<file path="src/rtl/share_compress_pkg.sv">
// share_compress_pkg
//   Shared constants and elaboration-time helpers for the share compression
//   tree (share_compress_layer, share_compress_pipe).
//   - num_layers   : register layers needed to fold n shares down to one
//   - shares_at    : share count entering layer l (M_l)
//   - rand_num     : fresh random words per transaction (one per pair)
//   - rand_offset  : index of the first random word consumed by layer l
//   - word_slots   : word count clamped to >= 1 so no bus is zero width
//   - n_shares_legal / N_SHARES_MIN / N_SHARES_MAX : legal share counts
package share_compress_pkg;

   localparam int unsigned N_SHARES_MIN = 2;
   localparam int unsigned N_SHARES_MAX = 16;

   function automatic bit n_shares_legal(input int unsigned n);
      return (n >= N_SHARES_MIN) && (n <= N_SHARES_MAX);
   endfunction

   function automatic int unsigned num_layers(input int unsigned n);
      return $clog2(n);
   endfunction

   // M_0 = n, M_{l+1} = ceil(M_l / 2)
   function automatic int unsigned shares_at(input int unsigned n, input int unsigned l);
      int unsigned m = n;
      for (int unsigned i = 0; i < l; i++) m = (m + 1) / 2;
      return m;
   endfunction

   function automatic int unsigned rand_num(input int unsigned n);
      return n - 1;
   endfunction

   // Random words are numbered layer 0 pairs first, then layer 1, and so on.
   function automatic int unsigned rand_offset(input int unsigned n, input int unsigned l);
      int unsigned off = 0;
      for (int unsigned i = 0; i < l; i++) off += shares_at(n, i) / 2;
      return off;
   endfunction

   function automatic int unsigned word_slots(input int unsigned w);
      return (w == 0) ? 1 : w;
   endfunction

endpackage

</file>
<file path="src/rtl/share_compress_layer.sv">
// share_compress_layer
//   One registered refresh-then-XOR layer of the compression tree.
//   Pair j refreshes shares 2j and 2j+1 with the same random word and
//   registers both halves; the next layer sees their XOR as share j.
//   An odd trailing share is registered unchanged. Random words not used
//   here are registered alongside the data so they stay with their
//   transaction.
//   Optional macro SHARE_COMPRESS_ZEROIZE_EN: a bubble loads zeros into the
//   data and randomness registers instead of don't-care values.
//
//   Ports
//     clk_i, rst_ni : clock, async active-low reset
//     i_adv         : pipeline advance; all registers hold when low
//     i_vld         : valid bit of the incoming slot
//     i_s           : M input shares, share s at [s*K_WIDTH +: K_WIDTH]
//     i_r           : RW_IN random words, word 0 serves pair 0
//     o_vld         : registered valid bit
//     o_s           : ceil(M/2) output shares
//     o_r           : remaining random words for later layers (0 if none)
module share_compress_layer
   import share_compress_pkg::*;
#(
   parameter int unsigned K_WIDTH = 32,
   parameter int unsigned M       = 3,
   parameter int unsigned RW_IN   = 2
) (
   input  logic                                        clk_i,
   input  logic                                        rst_ni,
   input  logic                                        i_adv,
   input  logic                                        i_vld,
   input  logic [M*K_WIDTH-1:0]                        i_s,
   input  logic [RW_IN*K_WIDTH-1:0]                    i_r,
   output logic                                        o_vld,
   output logic [((M+1)/2)*K_WIDTH-1:0]                o_s,
   output logic [word_slots(RW_IN-M/2)*K_WIDTH-1:0]    o_r
);

   localparam int unsigned KW       = K_WIDTH;
   localparam int unsigned PAIRS    = M / 2;
   localparam int unsigned RW_OUT   = RW_IN - PAIRS;
   localparam int unsigned RW_OUT_W = word_slots(RW_OUT);

   logic                  ld_clr;
   logic                  vld_q;
   logic [2*PAIRS*KW-1:0] pq_d;
   logic [2*PAIRS*KW-1:0] pq_q;

`ifdef SHARE_COMPRESS_ZEROIZE_EN
   assign ld_clr = ~i_vld;
`else
   assign ld_clr = 1'b0;
`endif

   always_comb begin
      // NOTE: default first so no path leaves pq_d unassigned (no latch).
      pq_d = '0;
      for (int j = 0; j < PAIRS; j++) begin
         pq_d[(2*j)*KW   +: KW] = i_s[(2*j)*KW   +: KW] ^ i_r[j*KW +: KW];
         pq_d[(2*j+1)*KW +: KW] = i_s[(2*j+1)*KW +: KW] ^ i_r[j*KW +: KW];
      end
   end

   // NOTE: data registers are reset as well, so o_z is a defined 0 out of reset.
   always_ff @(posedge clk_i or negedge rst_ni) begin
      if (!rst_ni) begin
         vld_q <= 1'b0;
         pq_q  <= '0;
      end else if (i_adv) begin
         // NOTE: non-blocking so every stage samples pre-edge values.
         vld_q <= i_vld;
         pq_q  <= ld_clr ? '0 : pq_d;
      end
   end

   assign o_vld = vld_q;

   for (genvar j = 0; j < PAIRS; j++) begin : g_pair
      assign o_s[j*KW +: KW] = pq_q[(2*j)*KW +: KW] ^ pq_q[(2*j+1)*KW +: KW];
   end

   if (M % 2 == 1) begin : g_odd
      logic [KW-1:0] odd_q;
      always_ff @(posedge clk_i or negedge rst_ni) begin
         if (!rst_ni) begin
            odd_q <= '0;
         end else if (i_adv) begin
            odd_q <= ld_clr ? '0 : i_s[(M-1)*KW +: KW];
         end
      end
      assign o_s[PAIRS*KW +: KW] = odd_q;
   end

   if (RW_OUT > 0) begin : g_rand
      logic [RW_OUT_W*KW-1:0] r_q;
      always_ff @(posedge clk_i or negedge rst_ni) begin
         if (!rst_ni) begin
            r_q <= '0;
         end else if (i_adv) begin
            r_q <= ld_clr ? '0 : i_r[RW_IN*KW-1 : PAIRS*KW];
         end
      end
      assign o_r = r_q;
   end else begin : g_no_rand
      assign o_r = '0;
   end

endmodule

</file>
<file path="src/rtl/share_compress_pipe.sv">
// share_compress_pipe
//   Back-pressured Boolean share compression: unmasks N_SHARES shares of a
//   K_WIDTH word through $clog2(N_SHARES) registered refresh/XOR layers.
//   All random words are sampled at acceptance and travel with the data.
//   Optional macro SHARE_COMPRESS_ZEROIZE_EN: bubbles clear the tree, so
//   o_z reads 0 whenever o_dvld is 0.
//
//   Ports
//     clk_i, rst_ni : clock, async active-low reset
//     i_dvld        : input shares valid
//     i_rvld        : randomness valid (input is only taken with both)
//     o_ready       : block advances this cycle (can accept)
//     i_x           : shares, share s at [s*K_WIDTH +: K_WIDTH]
//     i_n           : N_SHARES-1 random words, word k at [k*K_WIDTH +: K_WIDTH]
//     o_z           : unmasked result (XOR of final p/q registers)
//     o_dvld        : o_z valid
//     i_ready       : downstream accepts o_z
//     o_busy        : any stage holds a valid transaction
module share_compress_pipe
   import share_compress_pkg::*;
#(
   parameter int unsigned K_WIDTH  = 32,
   parameter int unsigned N_SHARES = 3
) (
   input  logic                                  clk_i,
   input  logic                                  rst_ni,
   input  logic                                  i_dvld,
   input  logic                                  i_rvld,
   output logic                                  o_ready,
   input  logic [K_WIDTH*N_SHARES-1:0]           i_x,
   input  logic [K_WIDTH*rand_num(N_SHARES)-1:0] i_n,
   output logic [K_WIDTH-1:0]                    o_z,
   output logic                                  o_dvld,
   input  logic                                  i_ready,
   output logic                                  o_busy
);

   localparam int unsigned LAYERS      = num_layers(N_SHARES);
   localparam int unsigned RANDNUM     = rand_num(N_SHARES);
   localparam bit          N_SHARES_OK = n_shares_legal(N_SHARES);

   if (!N_SHARES_OK) begin : g_bad_n_shares
      $error("share_compress_pipe: N_SHARES must be within 2..16");
   end

   logic              advance;
   logic              accept;
   logic [LAYERS-1:0] busy_v;

   // The whole pipe moves as one: it only stalls when a finished result is
   // waiting and downstream refuses it.
   assign advance = ~o_dvld | i_ready;
   assign o_ready = advance;
   assign accept  = i_dvld & i_rvld & advance;

   for (genvar l = 0; l < LAYERS; l++) begin : g_layer
      localparam int unsigned M_IN     = shares_at(N_SHARES, l);
      localparam int unsigned M_OUT    = shares_at(N_SHARES, l + 1);
      localparam int unsigned RW_IN    = RANDNUM - rand_offset(N_SHARES, l);
      localparam int unsigned RW_OUT_W = word_slots(RW_IN - M_IN / 2);

      logic                          vld_in;
      logic [M_IN*K_WIDTH-1:0]       s_in;
      logic [RW_IN*K_WIDTH-1:0]      r_in;
      logic                          vld_out;
      logic [M_OUT*K_WIDTH-1:0]      s_out;
      logic [RW_OUT_W*K_WIDTH-1:0]   r_out;

      if (l == 0) begin : g_head
         // A bubble enters stage 0 whenever nothing is accepted.
         assign vld_in = accept;
         assign s_in   = i_x;
         assign r_in   = i_n;
      end else begin : g_body
         assign vld_in = g_layer[l-1].vld_out;
         assign s_in   = g_layer[l-1].s_out;
         assign r_in   = g_layer[l-1].r_out;
      end

      share_compress_layer #(
         .K_WIDTH (K_WIDTH),
         .M       (M_IN),
         .RW_IN   (RW_IN)
      ) u_layer (
         .clk_i  (clk_i),
         .rst_ni (rst_ni),
         .i_adv  (advance),
         .i_vld  (vld_in),
         .i_s    (s_in),
         .i_r    (r_in),
         .o_vld  (vld_out),
         .o_s    (s_out),
         .o_r    (r_out)
      );

      assign busy_v[l] = vld_out;

      if (l == LAYERS - 1) begin : g_tail
         // The last layer consumes its final word; its randomness output is empty.
         logic unused_r;
         assign unused_r = ^r_out;
      end
   end

   assign o_z    = g_layer[LAYERS-1].s_out;
   assign o_dvld = g_layer[LAYERS-1].vld_out;
   assign o_busy = |busy_v;

endmodule
</file>
<file path="config.mk">
export PLATFORM = sky130hd
export DESIGN_NAME = share_compress_pipe
export DESIGN_NICKNAME = d
export VERILOG_FILES = /design/src/rtl/share_compress_pkg.sv /design/src/rtl/share_compress_layer.sv /design/src/rtl/share_compress_pipe.sv
export SDC_FILE = /design/constraint.sdc
export NUM_CORES = 1
export LEC_CHECK = 0
export CAP_MARGIN = 20
export CORE_ASPECT_RATIO = 1.75
export CORE_MARGIN = 3
export CORE_UTILIZATION = 52
export CTS_CLUSTER_DIAMETER = 150
export DETAILED_ROUTE_END_ITERATION = 6
export MAX_ROUTING_LAYER = met4
export PLACE_DENSITY = 0.78
export SLEW_MARGIN = 0
export SYNTH_ARGS = -nofsm -noshare
export SYNTH_HDL_FRONTEND = slang
export SYNTH_SLANG_ARGS = --single-unit
</file>
<file path="constraint.sdc">
create_clock -name clk_i -period 1.55 [get_ports clk_i]
set_input_delay 0.3875 -clock clk_i [delete_from_list [all_inputs] [get_ports clk_i]]
set_output_delay 0.3875 -clock clk_i [all_outputs]
set_load 0.02 [all_outputs]
</file>
==> key figures, run 1 <==
Timing
  – Post-route worst setup slack: -0.1758 ns
  – Setup violations, final: ~100
  – Slew at the pin with the worst max-slew slack: between 0.3 and 0.4 ns
  – Minimum period implied by the final worst setup slack: 1.726 ns
  – Fmax: ~0.58 GHz
  – Worst Clk Skew: 0.01032 ns
  – Number of max-slew violations in the final report: 0
  – Relative slew slack: 78.09%
  – Setup repair after global routing missed its margin: yes
  – Final clock period utilization by the worst path: 111.3%
  – Summed negative setup slack over all endpoints: -7.809 ns
  – Hold violation total from the final report: 0

Die
  – Vertical die dimension: about 190 um
  – Initial core utilization: 53.57%
  – Core area: between 15000 and 20000 um2
  – Number of standard-cell rows in the floorplan: 65
  – Die outline area: ~21000 um2
  – Top-level port count: 200
  – Overall die width: between 100 and 150 um

Finish
  – Final core utilization: 71.77%
  – Layout cells sized above 1: 38.17%
  – Area of the multi-input gates: 4663 um2
  – Cell area after layout: 13130 um2
  – Leading cell types in the layout, fill and taps excluded: sky130_fd_sc_hd__dfrtp_1 (194), sky130_fd_sc_hd__clkdlybuf4s50_1 (163), sky130_fd_sc_hd__mux2_4 (147), sky130_fd_sc_hd__xor2_1 (124), sky130_fd_sc_hd__buf_4 (57)
  – Area added between synthesis and finish: 33.98%
  – Leading cell type in the layout, fill and taps excluded: sky130_fd_sc_hd__dfrtp_1
  – Net count, final: 993
  – Filler Cell Count: 1227
  – Area taken by flip-flops and latches: roughly 4900 um2

Placed design
  – Post-placement worst setup slack: -0.3288 ns
  – DP Area: 12190 um2
  – PortBufs: roughly 200
  – Routability congestion estimate: between 0.7 and 0.8
  – Sum of net half-perimeters after detailed placement: roughly 14000 um

Clocking
  – TritonCTS Buffers: 17
  – CTS root buffer: sky130_fd_sc_hd__clkbuf_16
  – Worst-case clock buffer depth: 2
  – Clock Latency Late Sink: roughly 0.43 ns
  – Sink count of the clock tree: between 150 and 200
  – CTS tree: built
  – H-tree depth: 4
  – Clock edge transition at the registers on the reported setup and hold paths: around 0.07 ns

Detailed routing
  – Total wirelength of the detailed-routed design: between 15000 and 20000 um
  – Violation count after the first detailed-routing iteration: roughly 120
  – Router iterations before antenna repair: 4
  – WL/cell: approximately 18 um
  – Residual antenna-violating net count after detailed routing: 0
  – Vias after detailed routing: about 5300
  – Via/cell ratio: about 5
  – Number of remaining DRC errors: 0

Yosys
  – Syn Inst Count: between 500 and 600
  – Dominant cell type by area after synthesis: sky130_fd_sc_hd__dfrtp_1
  – Yosys reg bits: around 190
  – Post-synthesis net count: 739
  – Register area share after synthesis: between 40% and 50%
  – Synthesized area: between 9000 and 10000 um2
  – Count of cell types in the netlist: 13
  – Share of the synthesized area in the top cell type: a little under 50%
  – Avg Cell Area, Syn: roughly 17 um2
  – Synth warnings: 0
  – Leading cell types by total area after synthesis: sky130_fd_sc_hd__dfrtp_1 (50%), sky130_fd_sc_hd__mux2_4 (23%), sky130_fd_sc_hd__xor2_1 (11%)

Pwr
  – Sequential Power Share: between 30% and 40%
  – Leakage power summed over all cells: 6.393 nW
  – Fraction of power consumed by combinational cells: 35.3%
  – Switching fraction of total power: slightly below 30%
  – Clock network power share: between 20% and 30%
  – Internal power contribution: 12.54 mW
  – Switching component of the power: ~5.2 mW
  – Maximum vdd ir drop: around 900 uV
  – Total power draw: 17.74 mW
  – Power density of the placed cells: approximately 1400 nW/um2

Flow run
  – Count of max-cap constraint violations: 0

GRT
  – Residual overflow from global routing: 0
  – Antenna violations before repair: 2
  – Wire length of the first global-routing pass: between 30000 and 40000 um
  – Overall global routing resource usage: about a fifth
  – Vias in the first global route: a little over 6000
  – Maximum number of pins on one net before global-route repair: 44

Setup path
  – CP Max Fanout: 2
  – Max stage delay cell, worst path: sky130_fd_sc_hd__dfrtp_1
  – Critical path's largest stage delay: 0.38 ns
  – Critical Path Sink Type: output pin
  – Category of the most critical setup path: flop to output pin
  – Startpoint type of the worst setup path: flop
  – Data arrival, critical path: ~1.3 ns
  – Crit path cell chain: buf_6 > nand2b_4 > buf_12 > buf_6 > buf_12
  – Worst endpoint required time: ~1.2 ns
  – Worst reg2reg startpoint: g_layer[1].u_layer.o_vld
  – Beginning of the critical path: g_layer[1].u_layer.o_vld

Min path
  – Type of the worst min-delay path: primary input to async pin

Outcome
  – Failing checks: negative setup slack
  – Status: finished, violations left
==> state kept, by name, indices dropped and copies added, names as in the netlist <==
signal,cells
g_layer.u_layer.g_odd.odd_q,32
g_layer.u_layer.o_vld,2
g_layer.u_layer.pq_q,128
g_layer.u_layer.o_r,32
==> cells by family (layout without fill, tap and decap cells) <==
| group | Yosys count | count (layout) | share of synthesized area, % |
|---|---|---|---|
| flops | 194 | 194 | 49.52 |
| simple gates | 4 | 4 | 0.2043 |
| xor+xnor | 160 | 160 | 19.20 |
| other cells | 0 | 2 | 0 |
| mux | 193 | 193 | 27.79 |
| buf+inv | 23 | 290 | 3.293 |
==> cell type report <==
class                      count  share of cell area, %
sequential                   194                  36.96
multi-input combinational    357                  35.51
timing repair buffer         257                  20.66
clock buffer                  19                  3.372
tap                          234                  2.229
clock inverter                13                  1.200
antenna                        2                0.03811
inverter                       1                0.02858
==> critical path, delay by kind of cell, from the launching register on <==
kind	cells	cell delay [ns]
buf+inv	4	0.48
flops	1	0.38
simple gates	1	0.06
==> power groups by stage <==
| stage | sequential [mW] | clock [mW] | combinational (mW) |
|---|---|---|---|
| after floorplan | 6.82 | 0 | 3.84 |
| after global placement | 6.95 | 0 | 6.02 |
| after detailed placement | 7.04 | 0 | 6.17 |
| after CTS | 6.98 | 4.61 | 6.11 |
| after global routing | 7.11 | 4.82 | 6.63 |
| final | 6.98 | 4.50 | 6.26 |
==> synth_stat cells, drive strengths merged <==
cell type / instances
buf: 22
dfrtp: 194
inv: 1
mux2: 192
mux2i: 1
nand2: 2
nand2b: 1
or2: 1
xor2: 128
xor3: 32
==> final timing paths <==
| check | slack, ns | endpoint | depth (start not counted) |
|---|---|---|---|
| min in group clk_i | 0.50 | g_layer[1].u_layer.o_vld | 2 |
| max in group asynchronous | 0.57 | g_layer[0].u_layer.pq_q[50] | 3 |
| min reg2reg | 0.50 | g_layer[1].u_layer.o_vld | 2 |
| min | 0.43 | g_layer[0].u_layer.pq_q[33] | 2 |
| max reg2reg | -0.15 | g_layer[1].u_layer.pq_q[14] | 7 |
| max | -0.18 | o_ready | 5 |
==> metal layers <==
layer,vias to the layer above,global-route usage [%],part of all wire (%)
met5,-,-,0
met4,0,8.065,2.4
met3,28,3.651,3.9
met2,139,34.96,56
met1,2683,21.47,37
li1,2464,-,-
==> what timing repair did <==
action	CTS	global route
endpoints found under the hold margin	29	0
buffers inserted	7	15
endpoints found under the setup margin	35	189
resized for setup	165	12
cloned	0	5
hold buffers	1	0
pin swaps	19	11
==> through the flow <==
| stage | hold WS [ns] | cells |
|---|---|---|
| after floorplan | 0.09191 | 574 |
| after global placement | 0.3249 | 1016 |
| after detailed placement | 0.3266 | 1016 |
| after CTS | 0.4312 | 1056 |
| after global routing | 0.4554 | 1077 |
| final | 0.4318 | 1077 |
No activity file was read; power rests on OpenSTA's default activity.
==> run 2: changes to the inputs <==
--- a/config.mk
+++ b/config.mk
@@ -6,7 +6,7 @@
 export NUM_CORES = 1
 export LEC_CHECK = 0
 export CAP_MARGIN = 20
-export CORE_ASPECT_RATIO = 1.75
+export CORE_ASPECT_RATIO = 0.7
 export CORE_MARGIN = 3
 export CORE_UTILIZATION = 52
 export CTS_CLUSTER_DIAMETER = 150
==> key figures, run 2 (synthesized netlist as in run 1, its figures left out) <==
Clocking
  – CTS root buffer: sky130_fd_sc_hd__clkbuf_16
  – Sink count of the clock tree: slightly below 200
  – TritonCTS Buffers: 17
  – Clock edge transition at the registers on the reported setup and hold paths: roughly 0.080 ns
  – CTS tree: built
  – Worst-case clock buffer depth: 2
  – H-tree depth: 4
  – Clock Latency Late Sink: approximately 0.43 ns

Min path
  – Type of the worst min-delay path: primary input to async pin

Setup path
  – Critical Path Sink Type: output pin
  – Critical path's largest stage delay: 0.40 ns
  – CP Max Fanout: 2
  – Critical path's top delay family: flip-flops
  – Startpoint type of the worst setup path: flop
  – Max stage delay cell, worst path: sky130_fd_sc_hd__dfrtp_1
  – Crit path cell chain: xor2_1 > buf_4
  – Data arrival, critical path: ~1.2 ns
  – Count of buffering cells on the critical path with inverters included: 1
  – Category of the most critical setup path: flop to output pin
  – Worst endpoint required time: approximately 1.2 ns

Detailed routing
  – Total wirelength of the detailed-routed design: ~20000 um
  – Number of remaining DRC errors: 0
  – Router iterations before antenna repair: 6
  – WL/cell: roughly 18 um
  – Via/cell ratio: 4.834
  – Residual antenna-violating net count after detailed routing: 0
  – Vias after detailed routing: 5303
  – Violation count after the first detailed-routing iteration: between 150 and 200

Timing
  – Worst Clk Skew: about 0.011 ns
  – Minimum period implied by the final worst setup slack: around 1.6 ns
  – Hold violation total from the final report: 0
  – Number of max-slew violations in the final report: 0
  – Setup repair after global routing missed its margin: yes
  – Slew at the pin with the worst max-slew slack: 0.4478 ns
  – Final clock period utilization by the worst path: 104.7%
  – Fmax: between 0.6 and 0.7 GHz
  – Minimum hold slack: about 0.47 ns
  – Relative slew slack: ~70%
  – Post-route worst setup slack: -0.07294 ns
  – Setup violations, final: 22

Pwr
  – Power density of the placed cells: 1354 nW/um2
  – Clock network power share: between 20 and 25%
  – Sequential Power Share: 39.1%
  – Internal power contribution: 12.46 mW
  – Fraction of power consumed by combinational cells: between 30% and 40%
  – Leakage power summed over all cells: 6.429 nW
  – Switching component of the power: ~5.4 mW
  – Maximum vdd ir drop: slightly above 800 uV
  – Switching fraction of total power: between 30% and 40%

GRT
  – Antenna violations before repair: 0
  – Maximum number of pins on one net before global-route repair: 50
  – Residual overflow from global routing: 0
  – Vias in the first global route: between 5000 and 6000
  – Wire length of the first global-routing pass: 30530 um
  – Overall global routing resource usage: 19.59%

Placed design
  – Number of instances in the placed design: ~1000
  – Sum of net half-perimeters after detailed placement: between 10000 and 15000 um
  – Routability congestion estimate: 0.8208
  – PortBufs: between 150 and 200

Finish
  – Area added between synthesis and finish: 34.17%
  – Leading cell type in the layout, fill and taps excluded: sky130_fd_sc_hd__dfrtp_1
  – Filler Cell Count: 1192
  – Layout cells sized above 1: 39.84%
  – Max FFs per register: between 100 and 150
  – Net count, final: 1013
  – Count of placed standard cells in the final layout, fillers left out: 1097
  – Most flops, register: g_layer.u_layer.pq_q
  – Ant diodes: 0
  – Leading cell types in the layout, fill and taps excluded: sky130_fd_sc_hd__dfrtp_1 (194), sky130_fd_sc_hd__clkdlybuf4s50_1 (163), sky130_fd_sc_hd__mux2_4 (147), sky130_fd_sc_hd__xor2_1 (124), sky130_fd_sc_hd__buf_4 (85)

Outcome
  – Status: finished, violations left
  – Failing checks: negative setup slack

Die
  – Top-level port count: 200
  – Die outline area: a little over 20000 um2
  – Core area: about 18000 um2
  – Number of standard-cell rows in the floorplan: 41
  – Vertical die dimension: about 120 um
  – Overall die width: approximately 170 um
  – Initial core utilization: a little over half

Flow run
  – Count of max-cap constraint violations: 0
[run 2: path summary, 6_finish.rpt]
| check | slack [ns] | depth (start not counted) | startpoint | to |
|---|---|---|---|---|
| min | 0.47 | 2 | rst_ni | g_layer[0].u_layer.pq_q[37] |
| max | -0.07 | 2 | g_layer[1].u_layer.pq_q[52] | o_z[20] |
| min in group clk_i | 0.52 | 1 | g_layer[0].u_layer.pq_q[57] | g_layer[0].u_layer.pq_q[57] |
| max in group asynchronous | 0.45 | 3 | rst_ni | g_layer[0].u_layer.pq_q[53] |
| max reg2reg | -0.02 | 6 | g_layer[1].u_layer.o_vld | g_layer[1].u_layer.pq_q[23] |
| min reg2reg | 0.52 | 1 | g_layer[0].u_layer.pq_q[57] | g_layer[0].u_layer.pq_q[57] |
[run 2: cell type report]
| class | count | area [um2] | share of cell area, % |
|---|---|---|---|
| Clock buffer | 19 | 452.9 | 3.444 |
| Clock inverter | 13 | 137.6 | 1.046 |
| Inverter | 1 | 3.754 | 0.02854 |
| Multi-Input combinational cell | 357 | 4666 | 35.47 |
| Sequential cell | 194 | 4855 | 36.91 |
| Tap cell | 236 | 295.3 | 2.245 |
| Timing Repair Buffer | 277 | 2743 | 20.85 |
[run 2: power by group through the flow]
| stage | combinational [mW] | sequential (mW) | clock [mW] |
|---|---|---|---|
| 6_report | 6.45 | 6.97 | 4.40 |
| 5_1_grt | 6.83 | 7.12 | 4.73 |
| 4_1_cts | 6.26 | 6.97 | 4.51 |
| 3_5_place_dp | 6.22 | 7.04 | 0 |
| 3_3_place_gp | 6.09 | 6.95 | 0 |
| 2_1_floorplan | 3.84 | 6.82 | 0 |
[run 2: timing repair]
item / 4_1_cts / 5_1_grt
hold buffers: 1 / 0
endpoints found under the hold margin: 40 / 0
pin swaps: 24 / 17
setup endpoints to repair: 35 / 95
setup buffers: 13 / 13
resized for setup: 172 / 8
cloned: 0 / 4
[run 2: worst register-to-register path, stage by stage (launching register included)]
cell and delay, ns:
sky130_fd_sc_hd__dfrtp_1 0.39, sky130_fd_sc_hd__buf_6 0.13, sky130_fd_sc_hd__nand2b_4 0.07, sky130_fd_sc_hd__buf_12 0.11, sky130_fd_sc_hd__buf_4 0.22, sky130_fd_sc_hd__buf_4 0.21, sky130_fd_sc_hd__mux2_2 0.34
[run 2: layer usage]
layer  vias to the layer above  share of wire, %  GRT usage [%]  wire (um)
li1                       2500                 -              -          -
met1                      2647                47          26.33       9091
met2                       143                47          30.17       9145
met3                        13               5.8          5.340       1131
met4                         0              0.78          4.559        153
met5                         -                 0              -          0
[run 2: through the flow]
stage | total power, mW | cell area (um2) | setup WS [ns] | util, % | setup TNS, ns
final | 17.81 | 13150 | -0.07294 | 72.02 | -0.6764
after global routing | 18.68 | 13150 | -0.1208 | 72.02 | -4.054
after CTS | 17.74 | 12920 | -0.09023 | 70.75 | -1.376
after detailed placement | 13.26 | 12270 | -0.3250 | 67.18 | -49.14
after global placement | 13.04 | 12270 | -0.3280 | 67.18 | -50.83
after floorplan | 10.66 | 9803 | 0.1323 | - | 0
